--- src/rtl/regfile_scoreboard.sv ---
// regfile_scoreboard
//   Architectural integer register file (r0 hardwired to zero) with a
//   per-register pending-writer scoreboard.
//   Ports:
//     clk, rst                     clock, synchronous active-high reset
//     wb_we/wb_idx/wb_data         writeback register write port
//     rs1_idx/rs2_idx              decode operand read indices
//     rs1_data/rs2_data            operands, bypassed from same-cycle writeback
//     rs1_busy/rs2_busy            operand still has an uncommitted writer
//     iss_valid/iss_wr/iss_rd      decode issue request (iss_rd is the destination)
//     iss_rdy                      destination counter has room for another writer
//     flush                        drop all pending counts
//     sb_err                       sticky: writeback hit a register with no pending writer
module regfile_scoreboard #(
  parameter int NR_REG = 32,
  parameter int DATA_W = 32,
  parameter int CNT_W  = 2
) (
  input  logic              clk,
  input  logic              rst,
  input  logic              wb_we,
  input  logic [4:0]        wb_idx,
  input  logic [DATA_W-1:0] wb_data,
  input  logic [4:0]        rs1_idx,
  input  logic [4:0]        rs2_idx,
  output logic [DATA_W-1:0] rs1_data,
  output logic [DATA_W-1:0] rs2_data,
  output logic              rs1_busy,
  output logic              rs2_busy,
  input  logic              iss_valid,
  input  logic              iss_wr,
  input  logic [4:0]        iss_rd,
  output logic              iss_rdy,
  input  logic              flush,
  output logic              sb_err
);
  localparam logic [CNT_W-1:0] CNT_MAX = '1;
  localparam logic [CNT_W-1:0] CNT_ONE = CNT_W'(1);

  logic [NR_REG-1:0][DATA_W-1:0] regs_q, regs_d;
  logic [NR_REG-1:0][CNT_W-1:0]  cnt_q, cnt_d;
  logic                          sb_err_q, sb_err_d;

  logic              wb_hit, dec, inc;
  logic [NR_REG-1:0] inc_v, dec_v, ovf_v;

  // Operand read: r0 is zero, a same-cycle writeback is forwarded.
  // Busy is dropped when the writer committing right now is the last one.
  always_comb begin
    rs1_data = '0;
    rs2_data = '0;
    if (rs1_idx != 5'd0) rs1_data = (wb_we && wb_idx == rs1_idx) ? wb_data : regs_q[rs1_idx];
    if (rs2_idx != 5'd0) rs2_data = (wb_we && wb_idx == rs2_idx) ? wb_data : regs_q[rs2_idx];
    rs1_busy = (rs1_idx != 5'd0) && (cnt_q[rs1_idx] != '0) &&
               !(wb_we && wb_idx == rs1_idx && cnt_q[rs1_idx] == CNT_ONE);
    rs2_busy = (rs2_idx != 5'd0) && (cnt_q[rs2_idx] != '0) &&
               !(wb_we && wb_idx == rs2_idx && cnt_q[rs2_idx] == CNT_ONE);
  end

  // A commit to a full counter frees a slot in the same cycle, so an
  // issue to that register is still accepted.
  always_comb begin
    wb_hit  = wb_we && (wb_idx != 5'd0);
    dec     = wb_hit && (cnt_q[wb_idx] != '0);
    iss_rdy = !(iss_wr && (iss_rd != 5'd0) && (cnt_q[iss_rd] == CNT_MAX) &&
                !(dec && wb_idx == iss_rd));
    inc     = iss_valid && iss_rdy && iss_wr && (iss_rd != 5'd0) && !flush;
  end

  always_comb begin
    regs_d   = regs_q;
    cnt_d    = cnt_q;
    inc_v    = '0;
    dec_v    = '0;
    ovf_v    = '0;
    sb_err_d = sb_err_q | (wb_hit && cnt_q[wb_idx] == '0 && !flush);
    // Data is written even in flush cycles and on an sb_err commit.
    if (wb_hit) regs_d[wb_idx] = wb_data;
    for (int r = 0; r < NR_REG; r++) begin
      inc_v[r] = inc && (iss_rd == 5'(r));
      dec_v[r] = dec && (wb_idx == 5'(r));
      ovf_v[r] = inc_v[r] && !dec_v[r] && (cnt_q[r] == CNT_MAX);
      if (flush)                      cnt_d[r] = '0;
      else if (inc_v[r] && !dec_v[r]) cnt_d[r] = cnt_q[r] + CNT_ONE;
      else if (dec_v[r] && !inc_v[r]) cnt_d[r] = cnt_q[r] - CNT_ONE;
    end
  end

  always_ff @(posedge clk) begin
    if (rst) begin
      regs_q   <= '0;
      cnt_q    <= '0;
      sb_err_q <= 1'b0;
    end else begin
      regs_q   <= regs_d;
      cnt_q    <= cnt_d;
      sb_err_q <= sb_err_d;
    end
  end

  // iss_rdy must keep every counter from wrapping.
  always_ff @(posedge clk) begin
    if (!rst) assert (ovf_v == '0);
  end

  assign sb_err = sb_err_q;
endmodule

--- config.mk ---
export PLATFORM = sky130hd
export DESIGN_NAME = regfile_scoreboard
export DESIGN_NICKNAME = d
export VERILOG_FILES = /design/src/rtl/regfile_scoreboard.sv
export SDC_FILE = /design/constraint.sdc
export NUM_CORES = 2
export LEC_CHECK = 0
export BUFFER_PORTS_ARGS = -buffer_cell sky130_fd_sc_hd__buf_2
export CAP_MARGIN = 25
export CELL_PAD_IN_SITES_DETAIL_PLACEMENT = 0
export CELL_PAD_IN_SITES_GLOBAL_PLACEMENT = 1
export CORE_MARGIN = 2
export CORE_UTILIZATION = 46
export CTS_BUF_LIST = sky130_fd_sc_hd__clkbuf_8
export CTS_CLUSTER_SIZE = 10
export DETAILED_ROUTE_END_ITERATION = 6
export PLACE_DENSITY_LB_ADDON = 0.1
export SYNTH_ARGS = -nofsm -noshare
export SYNTH_HDL_FRONTEND = slang
export SYNTH_SLANG_ARGS = --single-unit
--- constraint.sdc ---
create_clock -name clk -period 2.5 [get_ports clk]
set_input_delay 0 -clock clk [delete_from_list [all_inputs] [get_ports clk]]
set_output_delay 0 -clock clk [all_outputs]
set_load 0.05 [all_outputs]
* Word level (Yosys, flattened, before mapping)
Cells that the tools add are included.
** Word-level totals
- Bits of input ports :: 58
- Logic and storage cells :: 547
- Register bits :: 1089
** Cells by class
- Equality and inequality tests :: 68
- Bitwise operators :: 1
- Add/sub/neg operators :: 64
- Multiplexer cells :: 83
- $lt $le $gt $ge :: 5
- Reduce and logical (&&, ||, !) cells :: 261
** Operators by type and width (number)
- bitwise mux 1024 bit :: 1
- binary-select mux 32 bit (select 5 bit) :: 2
- 2-to-1 mux 32 bit :: 7
- demux 32 bit (select 5 bit) :: 1
- == test 5 bit, second input constant :: 32
- logical AND 1 bit :: 149
- 2-to-1 mux 2 bit :: 68
- == test 5 x 4 -> 1 bit, second input constant :: 16
- nonzero test 2 bit :: 35
- zero test 1 bit :: 69
- adder 2 x 1 -> 2 bit, second input constant :: 32
- subtractor 2 x 1 -> 2 bit, second input constant :: 32
- binary-select mux 2 bit (select 5 bit) :: 4
- == test 5 x 3 -> 1 bit, second input constant :: 8
- < comparator 5 x 6 -> 1 bit, second input constant :: 4
- == test 5 x 2 -> 1 bit, second input constant :: 4
- nonzero test 5 bit :: 4
- == test 5 bit :: 3
- == test 5 x 1 -> 1 bit, second input constant :: 2
- zero test 5 bit :: 2
- greater-or-equal comparator 5 x 1 -> 1 bit, second input constant :: 1
- == test 2 x 1 -> 1 bit, second input constant :: 2
- == test 2 bit, second input constant :: 1
- zero test 2 bit :: 1
- 2 further kinds :: 2

* Longest topological paths before layout
- Depth after elaboration :: 17
- Depth in mapped cells :: 15
- Mapped depth without buffers :: 10

* Least setup slack after synthesis
OpenSTA, ideal clock, no wires.
- Path type :: register to register
- Start point :: register cnt_q[46] in the netlist's numbering
- End point :: register cnt_q[9] in the netlist's numbering
- Setup slack :: -0.240 ns
- Stages on the path, launching flop included :: 11
- Path buffers :: 1
- Arrival time :: 2.669 ns
- Path through :: dfxtp_1 nor2_1 mux4_2 or3b_1 o2111ai_2 nand3_4 buf_6 a2111oi_4 ha_1 or3_1 a21oi_1
** Between the ends
- Word-level cells in the longest chain between the ends :: 16
- Elaborated cells on any way between the ends :: 24
- Those cells by class :: eq/ne (1); mux (5); reduce/logical (18)
** Ends and longest elaborated chain
- start: declaration :: RTL line 41 : logic [NR_REG-1:0][CNT_W-1:0] cnt_q, cnt_d;
- start signal: assignment :: RTL line 96 : cnt_q <= cnt_d;
- binary-select mux 2 bit (select 5 bit) :: RTL line 64 : dec = wb_hit && (cnt_q[wb_idx] != '0);
- 2-to-1 mux 2 bit (not written as such) :: RTL line 64
- nonzero test 2 bit :: RTL line 64
- logical AND 1 bit :: RTL line 64
- logical AND 1 bit :: RTL line 66 : !(dec && wb_idx == iss_rd));
- zero test 1 bit :: RTL line 66
- logical AND 1 bit :: RTL line 65 : iss_rdy = !(iss_wr && (iss_rd != 5'd0) && (cnt_q[iss_rd] == CNT_MAX) &&
- zero test 1 bit :: RTL line 65
- logical AND 1 bit (4 in a row) :: RTL line 67 : inc = iss_valid && iss_rdy && iss_wr && (iss_rd != 5'd0) && !flush;
- logical AND 1 bit :: RTL line 80 : inc_v[r] = inc && (iss_rd == 5'(r));
- zero test 1 bit :: RTL line 85 : else if (dec_v[r] && !inc_v[r]) cnt_d[r] = cnt_q[r] - CNT_ONE;
- logical AND 1 bit :: RTL line 85
- nonzero test 2 bit (no source line)
Parallel ways exist; a longest one is shown, timed or not. The select of a mux whose other input is x is not followed.
A chain may end at the register's enable or synchronous reset.

* Worst setup path in the final report
- Start point :: register cnt_q[34] in the netlist's numbering
- End point :: register cnt_q[5] in the netlist's numbering
Same word-level chain as after synthesis.

==> impl_metrics.tcl <==
set metrics [dict create \
    status "finished with violations" \
    violations "setup timing" \
    start_util_pct 46.2 \
    synth_xor_area_share_pct 1.19 \
    clock_path_buffers 3 \
    ff2ff_path_depth 12 \
    die_height_um 359 \
    clockPowerShare_pct 44.0 \
    drt_pre_antenna_iters 6 \
    yosys_most_used_dff "dfxtp_1" \
    syn_area_um2 57900 \
    cp_data_required_time_ns 3.34 \
    muxShareOfSynthArea_pct 27.5 \
    fmax_mhz 333 \
    ir_worst_vdd_uv 571 \
    whs_ns 0.0643 \
    synthAdderAreaFrac_pct 0.691 \
    grt_antenna_before_repair 6 \
    setup_viol 129 \
    setup_ws_ns -0.506 \
    row_count 130 \
    drv_slew 0 \
    viasPerCell 6.25 \
    synth_nets 6391 \
    synth_compound_area_share_pct 11.4 \
    slew_headroom_pct 41.3 \
    h-tree-depth 4 \
    clock_latency_ns 0.92 \
    hold_path_depth 6 \
    power_switching_mw 10.8 \
    synth-seq-area-share_pct 37.6 \
    grt_pass1_vias 50300 \
    leakagePower_nw 24.0 \
    r2r_end "cnt_q[5]$_SDFFE_PP0P_" \
    ctsRootBufferMaster "clkbuf_8" \
    synth_edf_count 0 \
    tightest_slew_ns 0.881 \
    drive_above_1_share_pct 32.3 \
    fin_skew_ns 0.0155 \
    yosys.area_share.simple_pct 16.4 \
    pwr-share-seq_pct 45.3 \
    hold_viol 0 \
    arrival_ns 3.85 \
    avgSynthCellArea_um2 9.19 \
    wl_per_cell_um 28.9 \
    postRouteAntennaNets 0 \
    maxCapViolCount 0 \
    fin_tns_setup_ns -37.86 \
    finalCritPeriodShare_pct 120 \
    gr-usage-all-layers_pct 36.8 \
    synth_top_family_by_area "multiplexers" \
    yosys_warnings 0 \
    fin_crit_ns 3.01 \
    synthCells 6301 \
    grt_pass1_wl_mm 349 \
    rsz0062_at_grt "true" \
    tritoncts "yes" \
    combPwrFrac_pct 10.8 \
    die_w_um 359 \
    reg2reg_from "cnt_q[34]$_SDFFE_PP0P_" \
    hold_start "wb_idx[4]" \
    critPathCaptureType "flip-flop" \
    grt_max_degree 126 \
    clock-sinks 1089 \
    portBuffers 125 \
    synthDistinctLibCells 58 \
    die_area_um2 129000 \
    worstSetupPathType "flip-flop to flip-flop" \
    fin_cells 8361 \
    wirelength_mm 242 \
    core-area_um2 125000 \
    powerDensity_nw_per_um2 548 \
    cp_max_fo 9 \
    dp_hpwl_mm 145 \
    nets 6647 \
    hold_end "regs_q[126]$_SDFFE_PP0P_" \
    r2r_slack_ns -0.51 \
    min_path_type "primary input to flip-flop" \
    async_reset_ff_share_pct 0 \
    swShare_pct 27.7 \
    numCtsBuffers 194 \
    io_pins 126 \
    clk_pin_slew_ns 0.06 \
    ys_ff_latch 1089 \
    remaining_drc_errors 0 \
    critPathLaunchType "flip-flop" \
    dp.cells 7946 \
    gp_congestion 0.873 \
    num_vias 52200 \
    drt-initial-drc-count 6174 \
    grt_overflow 0 \
    p_int_mw 28.1 \
    fill_cells 11100 \
    area_growth_pct 22.3 \
]
==> synth_stat cells, types with 6 or more instances <==
master	n	area share [%]
a211oi_1	88	1.1
a21oi_1	1047	9.0
a21oi_2	9	0.14
buf_1	30	0.19
buf_2	119	1.0
buf_4	38	0.49
buf_6	20	0.39
clkbuf_1	430	2.8
clkbuf_2	25	0.22
dfxtp_1	1089	38
ha_1	32	0.69
mux2_2	18	0.35
mux2i_1	98	1.7
mux4_2	656	26
nand2_1	2113	14
nand2b_1	7	0.076
nand3_1	17	0.15
nor2_1	152	0.98
nor2b_1	50	0.54
nor3_1	19	0.16
o211ai_1	12	0.16
o21ai_0	57	0.49
or2_2	6	0.065
or3_1	32	0.35
xnor2_1	9	0.14
xor2_1	70	1.1
==> routing by layer <==
metal  part of all wire (%)  global-route usage (%)
met1                     40                    49.6
met2                     46                    58.4
met3                    9.3                    6.77
met4                    4.6                    15.3
met5                      0                       0
==> how the worst max path moves through the flow <==
stage                                start                     end  slack (ns)  depth (start not counted)
finish              cnt_q[34]$_SDFFE_PP0P_   cnt_q[5]$_SDFFE_PP0P_       -0.51                         12
global route        cnt_q[19]$_SDFFE_PP0P_  cnt_q[41]$_SDFFE_PP0P_       -0.57                         12
CTS                 cnt_q[61]$_SDFFE_PP0P_                rs1_busy       -0.48                          7
detailed placement  cnt_q[34]$_SDFFE_PP0P_  cnt_q[27]$_SDFFE_PP0P_       -0.52                         10
global placement    cnt_q[34]$_SDFFE_PP0P_  cnt_q[25]$_SDFFE_PP0P_       -0.45                         10
floorplan           cnt_q[46]$_SDFFE_PP0P_  cnt_q[43]$_SDFFE_PP0P_       -0.16                         10
==> cell families (layout without fill, tap and decap cells) <==
| family | count (synthesis) | count (layout) |
|---|---|---|
| multiplexers | 772 | 772 |
| adder cells (fa/ha/maj) | 32 | 32 |
| AND/OR/NAND/NOR | 2427 | 2427 |
| flip-flops | 1089 | 1089 |
| other | 2 | 5 |
| buffers and inverters | 665 | 1072 |
| AO/OA/AOI/OAI | 1235 | 1235 |
| XOR/XNOR | 79 | 79 |
==> cell type report <==
cell class	count	area, µm²	area share [%]
multi-input cells	4547	35300	49.8
flip-flops and latches	1089	22100	31.2
repair buffers	722	7480	10.6
clock buffers	243	3340	4.72
well taps	1650	2060	2.92
clock inverters	104	561	0.792
inverters	3	11.3	0.0159
diodes	3	7.51	0.0106
==> layout by cell type, fill, tap and decap left out, types with 23 or more instances in the layout <==
cell type,count
a211oi_2,58
a21oi_1,1021
buf_12,129
buf_2,47
buf_4,411
buf_6,82
clkbuf_8,243
clkinv_2,26
dfxtp_1,874
dfxtp_2,211
dlygate4sd3_1,38
ha_4,23
inv_1,66
mux2i_1,68
mux4_2,656
nand2_1,2058
nand2_2,40
nor2_1,118
nor2_4,34
nor2b_1,50
o21ai_0,29
or3_1,25
xor2_1,66
==> worst max-delay path, stage by stage (launching register included) <==
cell and delay [ns]:
dfxtp_2 0.34, nor2_2 0.05, mux4_2 0.46, or3b_4 0.40
o2111ai_4 0.12, nand3_4 0.17, buf_4 0.22, buf_12 0.16
buf_4 0.14, a21oi_4 0.14, ha_4 0.22, or3_1 0.33
a21oi_1 0.15
==> sequential cells by signal, summed over array words and instances, names as in the netlist <==
| name | flops |
|---|---|
| regs_q | 1024 |
| cnt_q | 64 |
| sb_err | 1 |
==> power groups by stage <==
| stage | sequential [mW] | combinational (mW) | clock [mW] |
|---|---|---|---|
| 4_1_cts | 17.6 | 4.09 | 17.2 |
| 3_3_place_gp | 17.9 | 3.78 | 0 |
| 5_1_grt | 17.6 | 4.33 | 18.0 |
| 6_report | 17.6 | 4.17 | 17.1 |
| 3_5_place_dp | 17.9 | 3.79 | 0 |
| 2_1_floorplan | 17.9 | 2.29 | 0 |
==> through the flow <==
| step | setup WS [ns] | instance area, µm² | total power [mW] | utilization [%] |
|---|---|---|---|---|
| floorplan | -0.161 | 58200 | 20.2 | - |
| global placement | -0.447 | 63900 | 21.7 | 51.0 |
| detailed placement | -0.520 | 63900 | 21.7 | 51.0 |
| CTS | -0.485 | 70200 | 38.9 | 56.1 |
| global route | -0.575 | 70800 | 39.9 | 56.5 |
| finish | -0.506 | 70800 | 38.8 | 56.5 |
==> repair_timing <==
action,in CTS,in global routing
pin swaps,121,78
cloned,4,2
endpoints found under the hold margin,1089,0
hold buffers,38,0
resized for setup,502,181
setup buffers,27,13
setup endpoints to repair,130,130
(Power assumes the default switching activity.)
